File: src/rtl/riscv_pipe_pkg.sv
// Shared RV32I pipeline definitions: data width, register index width and
// the encoding of the writeback result select.
package riscv_pipe_pkg;
  localparam int XLEN = 32;
  localparam int REG_ADDR_W = 5;
  localparam logic RESULT_SRC_ALU = 1'b0;
  localparam logic RESULT_SRC_MEM = 1'b1;
endpackage

File: src/rtl/data_memory.sv
// Word-addressed data memory: synchronous write, combinational read.
// Contents are not reset; writes are blocked while rst is low.
module data_memory
  import riscv_pipe_pkg::*;
#(
  parameter int DEPTH  = 64,
  parameter int ADDR_W = 6
) (
  input  logic              clk,
  input  logic              rst,
  input  logic              writeEn,
  input  logic [ADDR_W-1:0] addr,
  input  logic [XLEN-1:0]   writeData,
  output logic [XLEN-1:0]   readData
);

  logic [XLEN-1:0] mem [DEPTH];

  // rst is sampled here so a store at an edge coincident with reset is dropped
  always_ff @(posedge clk) begin
    if (writeEn && rst) begin
      mem[addr] <= writeData;
    end
  end

  assign readData = mem[addr];

endmodule

File: src/rtl/memory_stage.sv
// RV32I memory-access stage: data memory access, MEM/WB register and result mux.
// Define MEMORY_STAGE_MISALIGN_CHECK_EN to flag and suppress misaligned accesses.
module memory_stage
  import riscv_pipe_pkg::*;
#(
  parameter int DEPTH  = 64,
  parameter int ADDR_W = 6
) (
  input  logic                  clk,
  input  logic                  rst,
  input  logic [XLEN-1:0]       ALU_Result_M,
  input  logic [XLEN-1:0]       WriteDataM,
  input  logic [XLEN-1:0]       PCPlus4M,
  input  logic [REG_ADDR_W-1:0] RD_M,
  input  logic                  RegWriteM,
  input  logic                  MemWriteM,
  input  logic                  ResultSrcM,
  output logic [XLEN-1:0]       ALUResultW,
  output logic [XLEN-1:0]       ReadDataW,
  output logic [XLEN-1:0]       PCPlus4W,
  output logic [REG_ADDR_W-1:0] RD_W,
  output logic                  RegWriteW,
  output logic                  ResultSrcW,
  output logic [XLEN-1:0]       ResultW,
  output logic                  MisalignW
);

  logic [ADDR_W-1:0] wordIdx;
  logic [XLEN-1:0]   readDataM;
  logic              isLoadM;
  logic              misalignM;
  logic              storeEnM;
  logic              regWriteEffM;

  assign wordIdx = ALU_Result_M[ADDR_W+1:2];
  assign isLoadM = (ResultSrcM == RESULT_SRC_MEM);

`ifdef MEMORY_STAGE_MISALIGN_CHECK_EN
  assign misalignM    = (ALU_Result_M[1:0] != 2'b00) && (MemWriteM || isLoadM);
  assign storeEnM     = MemWriteM && !misalignM;
  // A misaligned load must never reach the register file
  assign regWriteEffM = RegWriteM && !(misalignM && isLoadM);
`else
  assign misalignM    = 1'b0;
  assign storeEnM     = MemWriteM;
  assign regWriteEffM = RegWriteM;
`endif

  data_memory #(
    .DEPTH (DEPTH),
    .ADDR_W(ADDR_W)
  ) u_data_memory (
    .clk      (clk),
    .rst      (rst),
    .writeEn  (storeEnM),
    .addr     (wordIdx),
    .writeData(WriteDataM),
    .readData (readDataM)
  );

  always_ff @(posedge clk or negedge rst) begin
    if (!rst) begin
      ALUResultW <= '0;
      ReadDataW  <= '0;
      PCPlus4W   <= '0;
      RD_W       <= '0;
      RegWriteW  <= 1'b0;
      ResultSrcW <= RESULT_SRC_ALU;
      MisalignW  <= 1'b0;
    end else begin
      ALUResultW <= ALU_Result_M;
      ReadDataW  <= readDataM;
      PCPlus4W   <= PCPlus4M;
      RD_W       <= RD_M;
      RegWriteW  <= regWriteEffM;
      ResultSrcW <= ResultSrcM;
      MisalignW  <= misalignM;
    end
  end

  assign ResultW = (ResultSrcW == RESULT_SRC_MEM) ? ReadDataW : ALUResultW;

endmodule

File: config.mk
export PLATFORM = sky130hd
export DESIGN_NAME = memory_stage
export DESIGN_NICKNAME = d
export VERILOG_FILES = /design/src/rtl/riscv_pipe_pkg.sv /design/src/rtl/data_memory.sv /design/src/rtl/memory_stage.sv
export SDC_FILE = /design/constraint.sdc
export NUM_CORES = 2
export LEC_CHECK = 0
export CORE_ASPECT_RATIO = 2
export CORE_MARGIN = 4
export CORE_UTILIZATION = 47
export DETAILED_ROUTE_END_ITERATION = 6
export PLACE_DENSITY = 0.66
export SLEW_MARGIN = 5
export SYNTH_ARGS = -nofsm -noshare
export SYNTH_HDL_FRONTEND = slang
export SYNTH_SLANG_ARGS = --single-unit
File: constraint.sdc
create_clock -name clk -period 1.5 [get_ports clk]
set_input_delay 0.15 -clock clk [delete_from_list [all_inputs] [get_ports clk]]
set_output_delay 0.15 -clock clk [all_outputs]
set_load 0.05 [all_outputs]
==> run_results.csv <==
group,metric,value,unit
floorplan,start_util,0.4729,
route,wl,263400,um
critical_path,crit_type,"flop to output port",
synthesis,synth-seq-cells,2151,
pwr,intPower,96910,uW
floorplan,row_count,215,
final_layout,nNetsFinal,5447,
global_route,grt_pass1_vias,49940,
global_route,grt_max_degree,103,
pwr,p_seq_frac,0.529,
final_layout,drive_above_1_share,0.3144,
critical_path,worstPathRequired,1.35,ns
floorplan,dieArea,179500,um^2
sta,slew_headroom,0.09458,
critical_path,path_depth,3,
final_layout,final_core_util,0.5986,
place,hpwl,171200,um
clocking,insertion_delay,0.84,ns
synthesis,synth_nets,4530,
pwr,max-vdd-ir-drop,783.9,uV
sta,setup_viol,263,
route,drc,0,
sta,fin_tns_setup,-38.76,ns
global_route,grt_first_pass_wirelength,366100,um
critical_path,reg2reg_from,"u_data_memory.mem[58][5]$_DFFE_PP_",
synthesis,ys_warn_count,0,
global_route,grt_busiest_layer,"met2",
global_route,overflow,0,
place,io_buffers,240,
pwr,p_clk_frac,0.380,
synthesis,syn_area_per_cell,18.32,um^2
floorplan,fp.dieH,595.2,um
critical_path,worstPathCellList,"buf_12 > mux2_2 > buf_6",
critical_path,cp-end-kind,"output port",
synthesis,syn_inst,4424,
critical_path,critPathCapture,"ResultW[18]",
sta,maxSlewViolCount,0,
synthesis,async_flop_share,0.04788,
route,drtIter0Drc,5784,
pwr,switching_power,28830,uW
critical_path,timing.rr.end,"ReadDataW[5]$_DFF_PN0_",
synthesis,syn_area,81030,um^2
final_layout,area_delta_synth_final,26.60,%
critical_path,crit_family,"flip-flops",
pwr,switching_share,0.2293,
sta,min_period_over_period,1.436,
critical_path,rrSetupSlack,-0.56,ns
synthesis,ys.flop_type,"edfxtp_1",
critical_path,crit_arrival,2.00,ns
global_route,use_met3,0.03896,
route,viasPerCell,6.327,
pwr,p_leak,0.03394,uW
place,gp_congestion,0.9590,
clocking,cts_root_buffer,"clkbuf_16",
clocking,clock_path_buffers,4,
job,drv_cap,0,
sta,rsz0062_at_grt,"true",
critical_path,startpoint,"ResultSrcW$_DFF_PN0_",
synthesis,synth_top_cell_area_share,0.7590,
synthesis,synth_edf_count,2048,
place,pre_cts_slack,-2.044,ns
run_status,status,"complete, but fails checks",
synthesis,yosysSeqAreaShare,0.7908,
sta,layout_min_cycle_time,2.154,ns
global_route,met1_usage,0.3143,
critical_path,critPathBufInv,2,
synthesis,yosysUniqueCellTypes,57,
clocking,htree_levels,4,
floorplan,pin_count,242,
run_status,violations,"setup timing",
clocking,cts_made_buffers,187,
global_route,use_met2,0.4979,
sta,max_freq,464.3,MHz
route,wire_per_inst,33.95,um
critical_path,cp-start-kind,"flop",
final_layout,nFillCells,12280,
sta,finalClockSkew,0.05189,ns
sta,setup_ws,-0.6536,ns
clocking,cts_tree,"built",
critical_path,reg2reg_depth,6,
clocking,clkSinkCount,2151,
route,antenna_left,0,
global_route,antenna_found_initial,5,
critical_path,cp_slowest_cell,"dfrtp_2",
synthesis,synth_top_area_cell,"edfxtp_1",
route,dr_total_vias,49100,
pwr,pwr-share-comb,0.091,
sta,worst_slew_pin_slew,1.355,ns
place,placed_area,93190,um^2
critical_path,cp_max_fo,13,
pwr,power.density,1226,nW/um^2
floorplan,core_area,171400,um^2
hold_path,hold_class,"input pin to flop",
sta,hold-worst-slack,0.02374,ns
sta,hold_violations,0,
synthesis,synth.area.top_cells,"edfxtp_1 76%, a221oi_1 4.2%, dfrtp_1 3.2%, mux2_2 2.2%, a22oi_1 2.2%",
route,first_pass_iters,6,
critical_path,cpPeakStageDelay,0.41,ns
floorplan,die_x,301.6,um
global_route,grt_util_all_layers,0.2880,
clocking,path_clk_slew,0.07,ns
final_layout,design_area,102600,um^2
[registers in the layout, summed over array words and instances, names as in the netlist]
| register | flops |
|---|---|
| ReadDataW | 32 |
| PCPlus4W | 32 |
| ALUResultW | 32 |
| RD_W | 5 |
| u_data_memory.mem | 2048 |
| ResultSrcW | 1 |
| RegWriteW | 1 |
[how the worst min path moves through the flow]
| stage | startpoint | endpoint | slack [ns] | cells after the start |
|---|---|---|---|---|
| floorplan | rst | ALUResultW[0]$_DFF_PN0_ | -0.15 | 0 |
| global placement | rst | ReadDataW[4]$_DFF_PN0_ | 0.14 | 2 |
| detailed placement | rst | ReadDataW[4]$_DFF_PN0_ | 0.13 | 2 |
| CTS | WriteDataM[1] | u_data_memory.mem[33][1]$_DFFE_PP_ | 0.008 | 2 |
| global route | WriteDataM[1] | u_data_memory.mem[33][1]$_DFFE_PP_ | 0.04 | 2 |
| finish | WriteDataM[1] | u_data_memory.mem[33][1]$_DFFE_PP_ | 0.02 | 2 |
[metal layers]
layer	wire, um	up-vias	part of all wire
met3	17980	785	0.068
met1	84580	25280	0.32
li1	-	20300	-
met4	26630	2	0.10
met2	134200	2733	0.51
met5	7	-	0.000027
[cell usage in the layout, fill, tap and decap left out, types with 66 or more instances in the layout]
cell                n
edfxtp_1         2048
buf_4             456
a221oi_1          300
buf_12            248
a22oi_1           198
clkbuf_16         194
buf_6             146
nor2_1            139
mux2_2            124
mux2i_1           121
dlygate4sd3_1     103
a21oi_1            95
o21ai_0            95
a221oi_2           80
dfrtp_1            78
nor2_4             66
clkdlybuf4s50_1    66
[stage by stage]
step | cells | total power [uW]
after floorplan | 4424 | 72260
after global placement | 7318 | 77890
after detailed placement | 7318 | 78010
after CTS | 7756 | 125800
after global routing | 7760 | 128900
final | 7760 | 125700
[kinds of logic (layout without fill, tap and decap cells)]
kind of cell           after synthesis  after routing  share of synthesized area
AND/OR/NAND/NOR                    387            387                    0.02109
AO/OA/AOI/OAI                     1199           1199                     0.1127
buffers and inverters              339           1395                    0.02120
flip-flops                        2151           2151                     0.7908
multiplexers                       347            347                    0.05418
other                                1              3                 0.00004628
[power by group through the flow]
stage | clock network (uW) | logic [uW] | registers (uW)
2_1_floorplan | 0 | 3820 | 68400
3_3_place_gp | 0 | 10100 | 67800
3_5_place_dp | 0 | 10200 | 67800
4_1_cts | 48200 | 11000 | 66500
5_1_grt | 50500 | 11800 | 66600
6_report | 47800 | 11400 | 66600
[timing repair]
action                                   CTS  global route
gates resized for setup                  345           175
hold endpoints to repair                1961             1
hold buffers                             102             1
endpoints found under the setup margin  1801           540
pin swaps                                108            84
setup buffers                             16             5
gates cloned                               3             1
[cell usage after synthesis (all sizes together) (2+ instances only)]
cell type / n
nand2b: 17
a211oi: 28
and2: 4
or4: 15
mux2: 160
o22a: 70
a32oi: 26
inv: 4
or2: 2
nand3b: 2
clkbuf: 150
and3: 4
edfxtp: 2048
o2111ai: 2
o221ai: 22
nand2: 66
a222oi: 4
a22oi: 233
nand3: 33
nor2b: 6
nor3b: 3
nor2: 211
dfrtp: 103
mux4: 57
or3: 2
o21ai: 150
o22ai: 64
nor3: 18
a221o: 26
mux2i: 130
a22o: 41
a221oi: 392
a2111o: 12
a31oi: 15
a21oi: 107
buf: 185
[area by class of cell]
cell class | count | area [um^2] | area share
flip-flops and latches | 2151 | 64110 | 0.6249
repair buffers | 1063 | 12120 | 0.1182
multi-input cells | 1934 | 17570 | 0.1713
inverters | 4 | 28.78 | 0.0002805
clock inverters | 103 | 948.4 | 0.009245
diodes | 2 | 5.005 | 0.00004879
well taps | 2278 | 2850 | 0.02778
clock buffers | 225 | 4950 | 0.04825
Note: power is estimated with default switching activity, not from simulation.
